`src/rtl/rram_host_ctrl.sv`:
```
// rram_host_ctrl: host-side initiator that turns single-word requests into the RRAM strobe/nibble/serial sequence.
// Define BUSY_TIMEOUT_EN to bound the RB wait by TIMEOUT_CYCLES and report rsp_err on expiry.
module rram_host_ctrl #(
    parameter logic [3:0]  CMD_WRITE         = 4'b0100,
    parameter logic [3:0]  CMD_WRITE_CONFIRM = 4'b0010,
    parameter logic [3:0]  CMD_READ          = 4'b0001,
    parameter int unsigned RB_GUARD          = 2,
    parameter int unsigned TIMEOUT_CYCLES    = 1024
) (
    input  logic        clk,
    input  logic        rst_n,
    input  logic        req_valid,
    output logic        req_ready,
    input  logic        req_write,
    input  logic [11:0] req_addr,
    input  logic [31:0] req_wdata,
    output logic        rsp_valid,
    output logic [31:0] rsp_rdata,
    output logic        rsp_err,
    output logic        CE,
    output logic        CLE,
    output logic        ALE,
    output logic        WE,
    output logic        RE,
    output logic [3:0]  IO_out,
    output logic        IO_oe,
    output logic        Din_out,
    output logic        Din_oe,
    input  logic        Din_in,
    input  logic        RB
);

    // Counter must span the 64-cycle data phases and, when enabled, the RB timeout.
    localparam int CNT_W = (TIMEOUT_CYCLES > 64) ? $clog2(TIMEOUT_CYCLES + 1) : 7;

    typedef enum logic [3:0] {
        IDLE     = 4'd0,
        CE_SETUP = 4'd1,
        CMD      = 4'd2,
        ADDR     = 4'd3,
        WDATA    = 4'd4,
        CONFIRM  = 4'd5,
        WAIT_RB  = 4'd6,
        RDATA    = 4'd7,
        DONE     = 4'd8
    } state_t;

    state_t             state_r, state_s;
    logic [CNT_W-1:0]   cnt_r, cnt_s;
    logic               write_r;
    logic [11:0]        addr_r;
    logic [31:0]        wdata_r;
    logic [31:0]        shift_r;
    logic               accept_s;
    logic               guard_done_s;
    logic               timeout_s;

    logic               ce_s, cle_s, ale_s, we_s, re_s;
    logic [3:0]         io_out_s;
    logic               io_oe_s, din_out_s, din_oe_s;
    logic               req_ready_s, rsp_valid_s;

    // Next-state and phase counter.
    always_comb begin
        state_s      = state_r;
        cnt_s        = cnt_r;
        accept_s     = req_valid && req_ready;
        guard_done_s = ((cnt_r + CNT_W'(1)) >= CNT_W'(RB_GUARD));
`ifdef BUSY_TIMEOUT_EN
        timeout_s    = (state_r == WAIT_RB) && !RB && ((cnt_r + CNT_W'(1)) >= CNT_W'(TIMEOUT_CYCLES));
`else
        timeout_s    = 1'b0;
`endif
        case (state_r)
            IDLE: begin
                if (accept_s) begin
                    state_s = CE_SETUP;
                    cnt_s   = CNT_W'(0);
                end else begin
                    state_s = IDLE;
                end
            end
            CE_SETUP: begin
                state_s = CMD;
                cnt_s   = CNT_W'(0);
            end
            CMD: begin
                if (cnt_r == CNT_W'(2)) begin
                    state_s = ADDR;
                    cnt_s   = CNT_W'(0);
                end else begin
                    cnt_s = cnt_r + CNT_W'(1);
                end
            end
            ADDR: begin
                if (cnt_r == CNT_W'(6)) begin
                    state_s = write_r ? WDATA : WAIT_RB;
                    cnt_s   = CNT_W'(0);
                end else begin
                    cnt_s = cnt_r + CNT_W'(1);
                end
            end
            WDATA: begin
                if (cnt_r == CNT_W'(63)) begin
                    state_s = CONFIRM;
                    cnt_s   = CNT_W'(0);
                end else begin
                    cnt_s = cnt_r + CNT_W'(1);
                end
            end
            CONFIRM: begin
                if (cnt_r == CNT_W'(2)) begin
                    state_s = WAIT_RB;
                    cnt_s   = CNT_W'(0);
                end else begin
                    cnt_s = cnt_r + CNT_W'(1);
                end
            end
            WAIT_RB: begin
                // RB is only trusted once the device has had time to pull it low.
                if (guard_done_s && RB) begin
                    state_s = write_r ? DONE : RDATA;
                    cnt_s   = CNT_W'(0);
                end else if (timeout_s) begin
                    state_s = DONE;
                    cnt_s   = CNT_W'(0);
                end else begin
                    cnt_s = cnt_r + CNT_W'(1);
                end
            end
            RDATA: begin
                if (cnt_r == CNT_W'(63)) begin
                    state_s = DONE;
                    cnt_s   = CNT_W'(0);
                end else begin
                    cnt_s = cnt_r + CNT_W'(1);
                end
            end
            DONE: begin
                state_s = IDLE;
                cnt_s   = CNT_W'(0);
            end
            default: begin
                state_s = IDLE;
                cnt_s   = CNT_W'(0);
            end
        endcase
    end

    // Output decode from the upcoming state so every pin is a flop aligned with its state.
    always_comb begin
        ce_s        = 1'b1;
        cle_s       = 1'b0;
        ale_s       = 1'b0;
        we_s        = 1'b0;
        re_s        = 1'b0;
        io_out_s    = 4'd0;
        io_oe_s     = 1'b0;
        din_out_s   = 1'b0;
        din_oe_s    = 1'b0;
        req_ready_s = (state_s == IDLE);
        rsp_valid_s = (state_s == DONE);
        case (state_s)
            IDLE: begin
                ce_s = 1'b1;
            end
            CE_SETUP: begin
                ce_s = 1'b0;
            end
            CMD, CONFIRM: begin
                ce_s     = 1'b0;
                io_oe_s  = 1'b1;
                io_out_s = (state_s == CONFIRM) ? CMD_WRITE_CONFIRM : (write_r ? CMD_WRITE : CMD_READ);
                cle_s    = (cnt_s != CNT_W'(2));
                we_s     = (cnt_s == CNT_W'(1));
            end
            ADDR: begin
                ce_s = 1'b0;
                if (cnt_s == CNT_W'(6)) begin
                    ale_s   = 1'b0;
                    io_oe_s = 1'b0;
                end else begin
                    ale_s   = 1'b1;
                    io_oe_s = 1'b1;
                    we_s    = cnt_s[0];
                    case (cnt_s[2:1])
                        2'd0:    io_out_s = addr_r[11:8];
                        2'd1:    io_out_s = addr_r[7:4];
                        default: io_out_s = addr_r[3:0];
                    endcase
                end
            end
            WDATA: begin
                ce_s      = 1'b0;
                din_oe_s  = 1'b1;
                din_out_s = wdata_r[5'd31 - cnt_s[5:1]];
                we_s      = cnt_s[0];
            end
            WAIT_RB: begin
                ce_s = 1'b0;
            end
            RDATA: begin
                ce_s = 1'b0;
                re_s = ~cnt_s[0];
            end
            DONE: begin
                ce_s = 1'b1;
            end
            default: begin
                ce_s = 1'b1;
            end
        endcase
    end

    // State, request capture, read shift register and registered pins.
    always_ff @(posedge clk) begin
        if (!rst_n) begin
            state_r   <= IDLE;
            cnt_r     <= CNT_W'(0);
            write_r   <= 1'b0;
            addr_r    <= 12'd0;
            wdata_r   <= 32'd0;
            shift_r   <= 32'd0;
            req_ready <= 1'b1;
            rsp_valid <= 1'b0;
            rsp_rdata <= 32'd0;
            rsp_err   <= 1'b0;
            CE        <= 1'b1;
            CLE       <= 1'b0;
            ALE       <= 1'b0;
            WE        <= 1'b0;
            RE        <= 1'b0;
            IO_out    <= 4'd0;
            IO_oe     <= 1'b0;
            Din_out   <= 1'b0;
            Din_oe    <= 1'b0;
        end else begin
            state_r <= state_s;
            cnt_r   <= cnt_s;
            if (accept_s) begin
                write_r <= req_write;
                addr_r  <= req_addr;
                wdata_r <= req_wdata;
            end
            // Din_in is captured on the edge closing each RE-high cycle.
            if ((state_r == RDATA) && !cnt_r[0]) begin
                shift_r <= {shift_r[30:0], Din_in};
            end
            if ((state_r == RDATA) && (state_s == DONE)) begin
                rsp_rdata <= shift_r;
            end
            rsp_err   <= timeout_s;
            req_ready <= req_ready_s;
            rsp_valid <= rsp_valid_s;
            CE        <= ce_s;
            CLE       <= cle_s;
            ALE       <= ale_s;
            WE        <= we_s;
            RE        <= re_s;
            IO_out    <= io_out_s;
            IO_oe     <= io_oe_s;
            Din_out   <= din_out_s;
            Din_oe    <= din_oe_s;
        end
    end

endmodule

```
`config.mk`:
```
export PLATFORM = sky130hd
export DESIGN_NAME = rram_host_ctrl
export DESIGN_NICKNAME = d
export VERILOG_FILES = /design/src/rtl/rram_host_ctrl.sv
export SDC_FILE = /design/constraint.sdc
export NUM_CORES = 1
export LEC_CHECK = 0
export ABC_CLOCK_PERIOD_IN_PS = 5350
export BUFFER_PORTS_ARGS = -buffer_cell sky130_fd_sc_hd__buf_2
export CORE_MARGIN = 1
export CORE_UTILIZATION = 60
export CTS_BUF_LIST = sky130_fd_sc_hd__clkbuf_16
export CTS_CLUSTER_DIAMETER = 50
export CTS_CLUSTER_SIZE = 8
export DETAILED_ROUTE_END_ITERATION = 7
export GPL_TIMING_DRIVEN = 0
export PLACE_DENSITY = 0.84
export SKIP_LAST_GASP = 1
export SYNTH_ARGS = -nofsm -noshare
export SYNTH_HDL_FRONTEND = slang
export SYNTH_SLANG_ARGS = --single-unit
```
`constraint.sdc`:
```
create_clock -name clk -period 5.35 [get_ports clk]
set_input_delay 1.07 -clock clk [delete_from_list [all_inputs] [get_ports clk]]
set_output_delay 1.07 -clock clk [all_outputs]
set_load 0.02 [all_outputs]
```
==> results.cfg, run 1 <==
[yosys]
synth_top_cell_by_area = dfxtp_1
yosysWarnings = 0
synthFlopType = dfxtp_1
ys_seq_elements = 138
synth_top_area_share_pct = 45.1
synth_seq_area_share_pct = 45.1
synthesis.nets = 844
synthesis.area_mm2 = 0.00613
synth-edff-count = 0
ys_types = 71
syn_inst = 791
ys_top_cells_by_area = dfxtp_1, nand2_1, a21oi_1
synth_most_common_cell = nand2_1
ys_top_cells_by_count = nand2_1, dfxtp_1, a21oi_1
synth-async-reset-ratio_pct = 0
syn_area_per_cell_um2 = 7.75

[route]
postRouteAntennaNets = 0
drt_iter0_markers = 321
drtPass1Iterations = 5
vias = 6023
drc_errors = 0
viasPerCell = 5.74
avgRoutedWirePerCell_um = 15.3
totalWireLength_um = 16100

[grt]
overflow = 0
grt_pass1_wl_um = 25400
antenna_found_initial = 0
grt_use_total_pct = 31.4
grt_pass1_vias = 5447
grt_max_degree = 17

[cts]
clkTransAtPathRegs_ns = 0.05
h-tree-depth = 4
cts-root-buf = clkbuf_16
hold_buffers = 0
numCtsBuffers = 17
cts_sinks = 138
cts_setup_buffers = 0
clock_path_buffers = 2
post_cts_resized = 0
clk_latency_ns = 0.42
cts_tree = done

[worst_setup_path]
setup.worst_path.class = reg2reg
path_max_fanout = 9
start_kind = register
crit_path_cell_trace = clkbuf_1, inv_1, ha_1, or4b_1, nor4_2, a211o_1, and2_1, buf_6, a21oi_2, o32a_1, nor3_4, a21oi_2, o31a_1
path_delay_family = simple AND/OR/NAND/NOR gates
end_kind = register
worstPathArrival_ns = 3.92
cp.required_ns = 5.64
crit_path_top_delay_cell = or4b_1
critPathBufInv = 3
crit_path_frequent_cell = a21oi_2
max_stage_delay_ns = 0.49

[sta]
max_freq_mhz = 275
tns_ns = 0
skew_ns = 0.00940
slew_violations = 0
setup_viol = 0
period_needed_ns = 3.63
tightest_slew_ns = 0.860
slew_headroom_pct = 41.8
period_share_pct = 67.9
hold_violations = 0
rsz0062_at_grt = false

[min_path]
hold_path_class = reg2reg

[outcome]
status = completed

[floorplanning]
initial_utilization_pct = 62.4
dieHeight_um = 103
die_w_um = 103
io_pins = 97
dieArea_mm2 = 0.0106
fp.coreArea_mm2 = 0.00982
row_count = 36

[placed_design]
port-buffer-count = 95
dp_hpwl_um = 11500
place_congestion = 0.930

[pwr]
p_int_mw = 1.79
pwr-share-comb_pct = 15.7
max-vdd-ir-drop_mv = 0.261
sequentialPowerShare_pct = 44.6
power_switching_mw = 0.704
p_clk_share_pct = 39.7
p_leak_nw = 2.97
p_total_mw = 2.49
swShare_pct = 28.2
cellPowerDensity_mw_per_mm2 = 343

[flow_run]
cap_violations = 0

[cells_and_area]
num_antenna_cells = 0
final_nets = 958
area_delta_synth_final_pct = 18.5
fillers = 767
drive_gt1_share_pct = 16.8
==> worst min-delay path: cells and delay by family, from the launching register on <==
| family | cells | cell delay (ns) |
|---|---|---|
| flip-flops | 1 | 0.30 |
| AND/OR/NAND/NOR | 1 | 0.05 |
| AO/OA/AOI/OAI | 1 | 0.05 |
==> placed cells by master, fill, tap and decap left out, types with 3 or more instances in the layout <==
cell	n
a31oi_1	3
o2111ai_1	4
clkbuf_16	17
clkinv_2	4
dfxtp_1	138
or4_1	3
inv_1	16
buf_6	6
a211oi_1	5
buf_4	4
clkinv_1	3
o21ai_0	6
a21oi_1	128
or2_2	3
nor2_1	39
o22ai_1	3
a22oi_1	6
nand4_1	3
nor3_1	11
clkbuf_1	40
and2_1	11
nor2b_1	3
a32o_1	3
mux2i_1	14
nand3_1	13
ha_1	3
a221oi_1	6
xor2_1	5
nand2_1	246
buf_2	100
and3_1	7
==> cells by family (layout without fill, tap and decap cells) <==
logic type	count (synthesis)	in the layout	synth area share [%]
buffers and inverters	71	196	5.70
multiplexers	14	14	2.29
adder cells (fa/ha/maj)	3	3	0.613
other	1	1	0.0612
XOR/XNOR	7	7	1.00
AND/OR/NAND/NOR	359	359	25.4
flip-flops	138	138	45.1
AO/OA/AOI/OAI	198	198	19.9
==> layout make-up <==
cell class	instances	area (um2)	area share [%]
multi-input cells	582	3020	41.5
flip-flops and latches	138	2760	38.0
repair buffers	95	475	6.55
clock buffers	17	425	5.86
plain buffers	58	300	4.14
well taps	133	166	2.29
clock inverters	13	67.6	0.930
inverters	13	48.8	0.672
==> layer usage <==
| layer | global-route usage [%] | routed length [um] | vias up |
|---|---|---|---|
| li1 | - | - | 2926 |
| met1 | 40.1 | 7170 | 2848 |
| met2 | 52.2 | 7660 | 215 |
| met3 | 5.83 | 923 | 34 |
| met4 | 13.5 | 322 | 0 |
| met5 | 0 | 0 | - |
==> sequential cells by signal (all words and copies together), names as in the netlist <==
| signal | cells |
|---|---|
| rsp_valid | 1 |
| ALE | 1 |
| rsp_rdata | 32 |
| cnt_r | 11 |
| state_r | 4 |
| Din_oe | 1 |
| IO_out | 4 |
| wdata_r | 32 |
| IO_oe | 1 |
| RE | 1 |
| req_ready | 1 |
| CE | 1 |
| Din_out | 1 |
| write_r | 1 |
| CLE | 1 |
| addr_r | 12 |
| shift_r | 32 |
| WE | 1 |
==> final timing paths <==
path,from,endpoint,slack [ns],cells past startpoint
worst max register to register,cnt_r[0],WE,1.72,13
worst max-delay path,cnt_r[0],WE,1.72,13
worst min-delay path,rsp_rdata[15],rsp_rdata[15],0.45,2
worst min register to register,rsp_rdata[15],rsp_rdata[15],0.45,2
==> power by group through the flow <==
| stage | clock network, mW | logic [mW] | registers (mW) |
|---|---|---|---|
| floorplan | 0 | 0.258 | 1.14 |
| global placement | 0 | 0.370 | 1.13 |
| detailed placement | 0 | 0.380 | 1.13 |
| CTS | 0.994 | 0.385 | 1.11 |
| global route | 1.04 | 0.427 | 1.12 |
| finish | 0.991 | 0.391 | 1.11 |
==> through the flow <==
step                util [%]  instances  area, um2  hold slack [ns]  worst slack, ns
floorplan                  -        791       6130            0.432             2.40
global placement        68.9       1019       6770            0.440             1.82
detailed placement      68.9       1019       6770            0.443             1.82
CTS                     74.0       1049       7260            0.450             1.77
global route            74.0       1049       7260            0.470             1.50
finish                  74.0       1049       7260            0.450             1.72
Power figures use the tool's default switching activity.
==> inputs of run 2 (changes only) <==
--- a/config.mk
+++ b/config.mk
@@ -5,16 +5,16 @@
 export SDC_FILE = /design/constraint.sdc
 export NUM_CORES = 1
 export LEC_CHECK = 0
-export ABC_CLOCK_PERIOD_IN_PS = 5350
+export ABC_CLOCK_PERIOD_IN_PS = 3750
 export BUFFER_PORTS_ARGS = -buffer_cell sky130_fd_sc_hd__buf_2
 export CORE_MARGIN = 1
-export CORE_UTILIZATION = 60
+export CORE_UTILIZATION = 56
 export CTS_BUF_LIST = sky130_fd_sc_hd__clkbuf_16
 export CTS_CLUSTER_DIAMETER = 50
 export CTS_CLUSTER_SIZE = 8
 export DETAILED_ROUTE_END_ITERATION = 7
 export GPL_TIMING_DRIVEN = 0
-export PLACE_DENSITY = 0.84
+export PLACE_DENSITY = 0.79
 export SKIP_LAST_GASP = 1
 export SYNTH_ARGS = -nofsm -noshare
 export SYNTH_HDL_FRONTEND = slang
==> constraint.sdc (replaced) <==
create_clock -name clk -period 3.75 [get_ports clk]
set_input_delay 0.75 -clock clk [delete_from_list [all_inputs] [get_ports clk]]
set_output_delay 0.75 -clock clk [all_outputs]
set_load 0.02 [all_outputs]
==> run 2 against run 1 <==
Die area rose by 7.0%. Critical endpoint is now Din_out. Largest power group unchanged. Power rose by 50%. Hold slack improved by 0.0048 ns. Register-to-register slack got worse by 1.5 ns. Sequential share of layout area fell by 0.54 points. Setup slack got worse by 1.5 ns. Combinational power rose by 43%. Clock power rose by 59%.
==> results.cfg, run 2 (synthesized netlist as in run 1, its figures left out) <==
[placed_design]
place_congestion = 0.857
dp_hpwl_um = 11500
port-buffer-count = 95
dpl_cell_area_mm2 = 0.00677
dp_slack_ns = 0.197
dp_cells = 1022

[grt]
overflow = 0
grt_use_total_pct = 29.4
antenna_found_initial = 0
grt_pass1_wl_um = 26300
grt_max_degree = 17
grt_pass1_vias = 5660

[worst_setup_path]
crit_path_cell_trace = ha_1, buf_2, and3_1, nand3_1, a2111oi_4, o211a_2, a32oi_1, and3_1, clkbuf_1, buf_4, o41ai_1, a211oi_1
start_kind = register
r2r-end = Din_out
rr_startpoint = cnt_r[1]
path_delay_family = compound AO/OA/AOI/OAI gates
crit_end = Din_out
crit_path_frequent_cell = and3_1
max_stage_delay_ns = 0.53
path_max_fanout = 10
critPathBufInv = 3
reg2reg_depth = 12
setup.worst_path.class = reg2reg
r2r_slack_ns = 0.17
startpoint = cnt_r[1]
cp.required_ns = 4.04
crit_path_top_delay_cell = a2111oi_4
crit_cells = 12
end_kind = register
worstPathArrival_ns = 3.88

[sta]
hold_ws_ns = 0.455
period_share_pct = 95.5
max_freq_mhz = 279
rsz0062_at_grt = false
skew_ns = 0.00728
tightest_slew_ns = 0.828
setup_ws_ns = 0.168
tns_ns = 0
period_needed_ns = 3.58
slew_headroom_pct = 44.4
hold_violations = 0
setup_viol = 0
slew_violations = 0

[min_path]
hold_path_class = reg2reg

[cts]
cts_tree = done
cts_sinks = 138
clkTransAtPathRegs_ns = 0.06
clk_latency_ns = 0.43
cts-root-buf = clkbuf_16
h-tree-depth = 4
clock_path_buffers = 2
numCtsBuffers = 17
cts_setup_buffers = 0
hold_buffers = 0
post_cts_resized = 0

[floorplanning]
io_pins = 97
row_count = 37
die_w_um = 107
dieArea_mm2 = 0.0114
dieHeight_um = 107
fp.coreArea_mm2 = 0.0105
initial_utilization_pct = 58.6

[route]
avgRoutedWirePerCell_um = 15.0
drc_errors = 0
drt_iter0_markers = 453
viasPerCell = 5.59
drtPass1Iterations = 6
totalWireLength_um = 15800
vias = 5891
postRouteAntennaNets = 0

[cells_and_area]
reg_top3 = rsp_rdata: 32 flops, shift_r: 32 flops, wdata_r: 32 flops
final_cell_mix = nand2_1, dfxtp_1, a21oi_1, buf_2, clkbuf_1
drive_gt1_share_pct = 17.2
final_cell_count_no_fill = 1054
final_nets = 958
final_common_cell = nand2_1
num_antenna_cells = 0
area_delta_synth_final_pct = 20.2
fin_area_mm2 = 0.00737

[pwr]
max-vdd-ir-drop_mv = 0.350
p_leak_nw = 2.99
cellPowerDensity_mw_per_mm2 = 506

[outcome]
status = completed

[flow_run]
cap_violations = 0
## run 2: cell count changes in the layout (fill, tap and decap cells not counted), sizes merged
cell      previous run  this run
clkinvlp             1         2
inv                 16        15
bufinv               0         2
## run 2: layout make-up
class / count / area (um2)
clock buffer: 17 / 425
clock inverter: 15 / 134
tap: 136 / 170
buffer: 58 / 300
inverter: 13 / 48.8
timing repair buffer: 95 / 475
fill: 856 / 3100
sequential: 138 / 2760
multi-input combinational: 582 / 3050
## run 2: power by group
group	switching, mW	leakage, nW	internal [mW]
combinational	0.360	1.60	0.200
sequential	0.0443	1.12	1.54
clock	0.620	0.272	0.962
## run 2: worst reg2reg max path, delay by kind of cell (launching register included)
family,cells,cell delay [ns]
DFF,1,0.46
and+or+nand+nor,3,0.74
AOI/OAI and AO/OA,5,1.46
buffers and inverters,3,0.59
adders and majority gates,1,0.19
## run 2: stage by stage
stage / total power [mW] / util (%)
6_report: 3.73 / 70.4
5_1_grt: 3.88 / 70.4
4_1_cts: 3.73 / 70.1
3_5_place_dp: 2.16 / 64.7
3_3_place_gp: 2.14 / 64.7
2_1_floorplan: 1.99 / -
## run 2: worst min-delay path by stage
stage / to / slack, ns / start / cells after the start
3_5_place_dp: rsp_rdata[23] / 0.45 / rsp_rdata[23] / 2
2_1_floorplan: rsp_rdata[31] / 0.43 / shift_r[31] / 2
5_1_grt: addr_r[5] / 0.47 / addr_r[5] / 2
6_report: rsp_rdata[28] / 0.45 / rsp_rdata[28] / 2
3_3_place_gp: rsp_rdata[16] / 0.44 / rsp_rdata[16] / 2
4_1_cts: rsp_rdata[28] / 0.46 / rsp_rdata[28] / 2
## run 2: layer usage
| metal | up-vias | routed length (um) | GRT usage (%) |
|---|---|---|---|
| met5 | - | 0 | 0 |
| met4 | 0 | 293 | 10.2 |
| met3 | 28 | 997 | 6.81 |
| met2 | 210 | 7440 | 48.3 |
| met1 | 2730 | 7080 | 38.0 |
| li1 | 2923 | - | - |
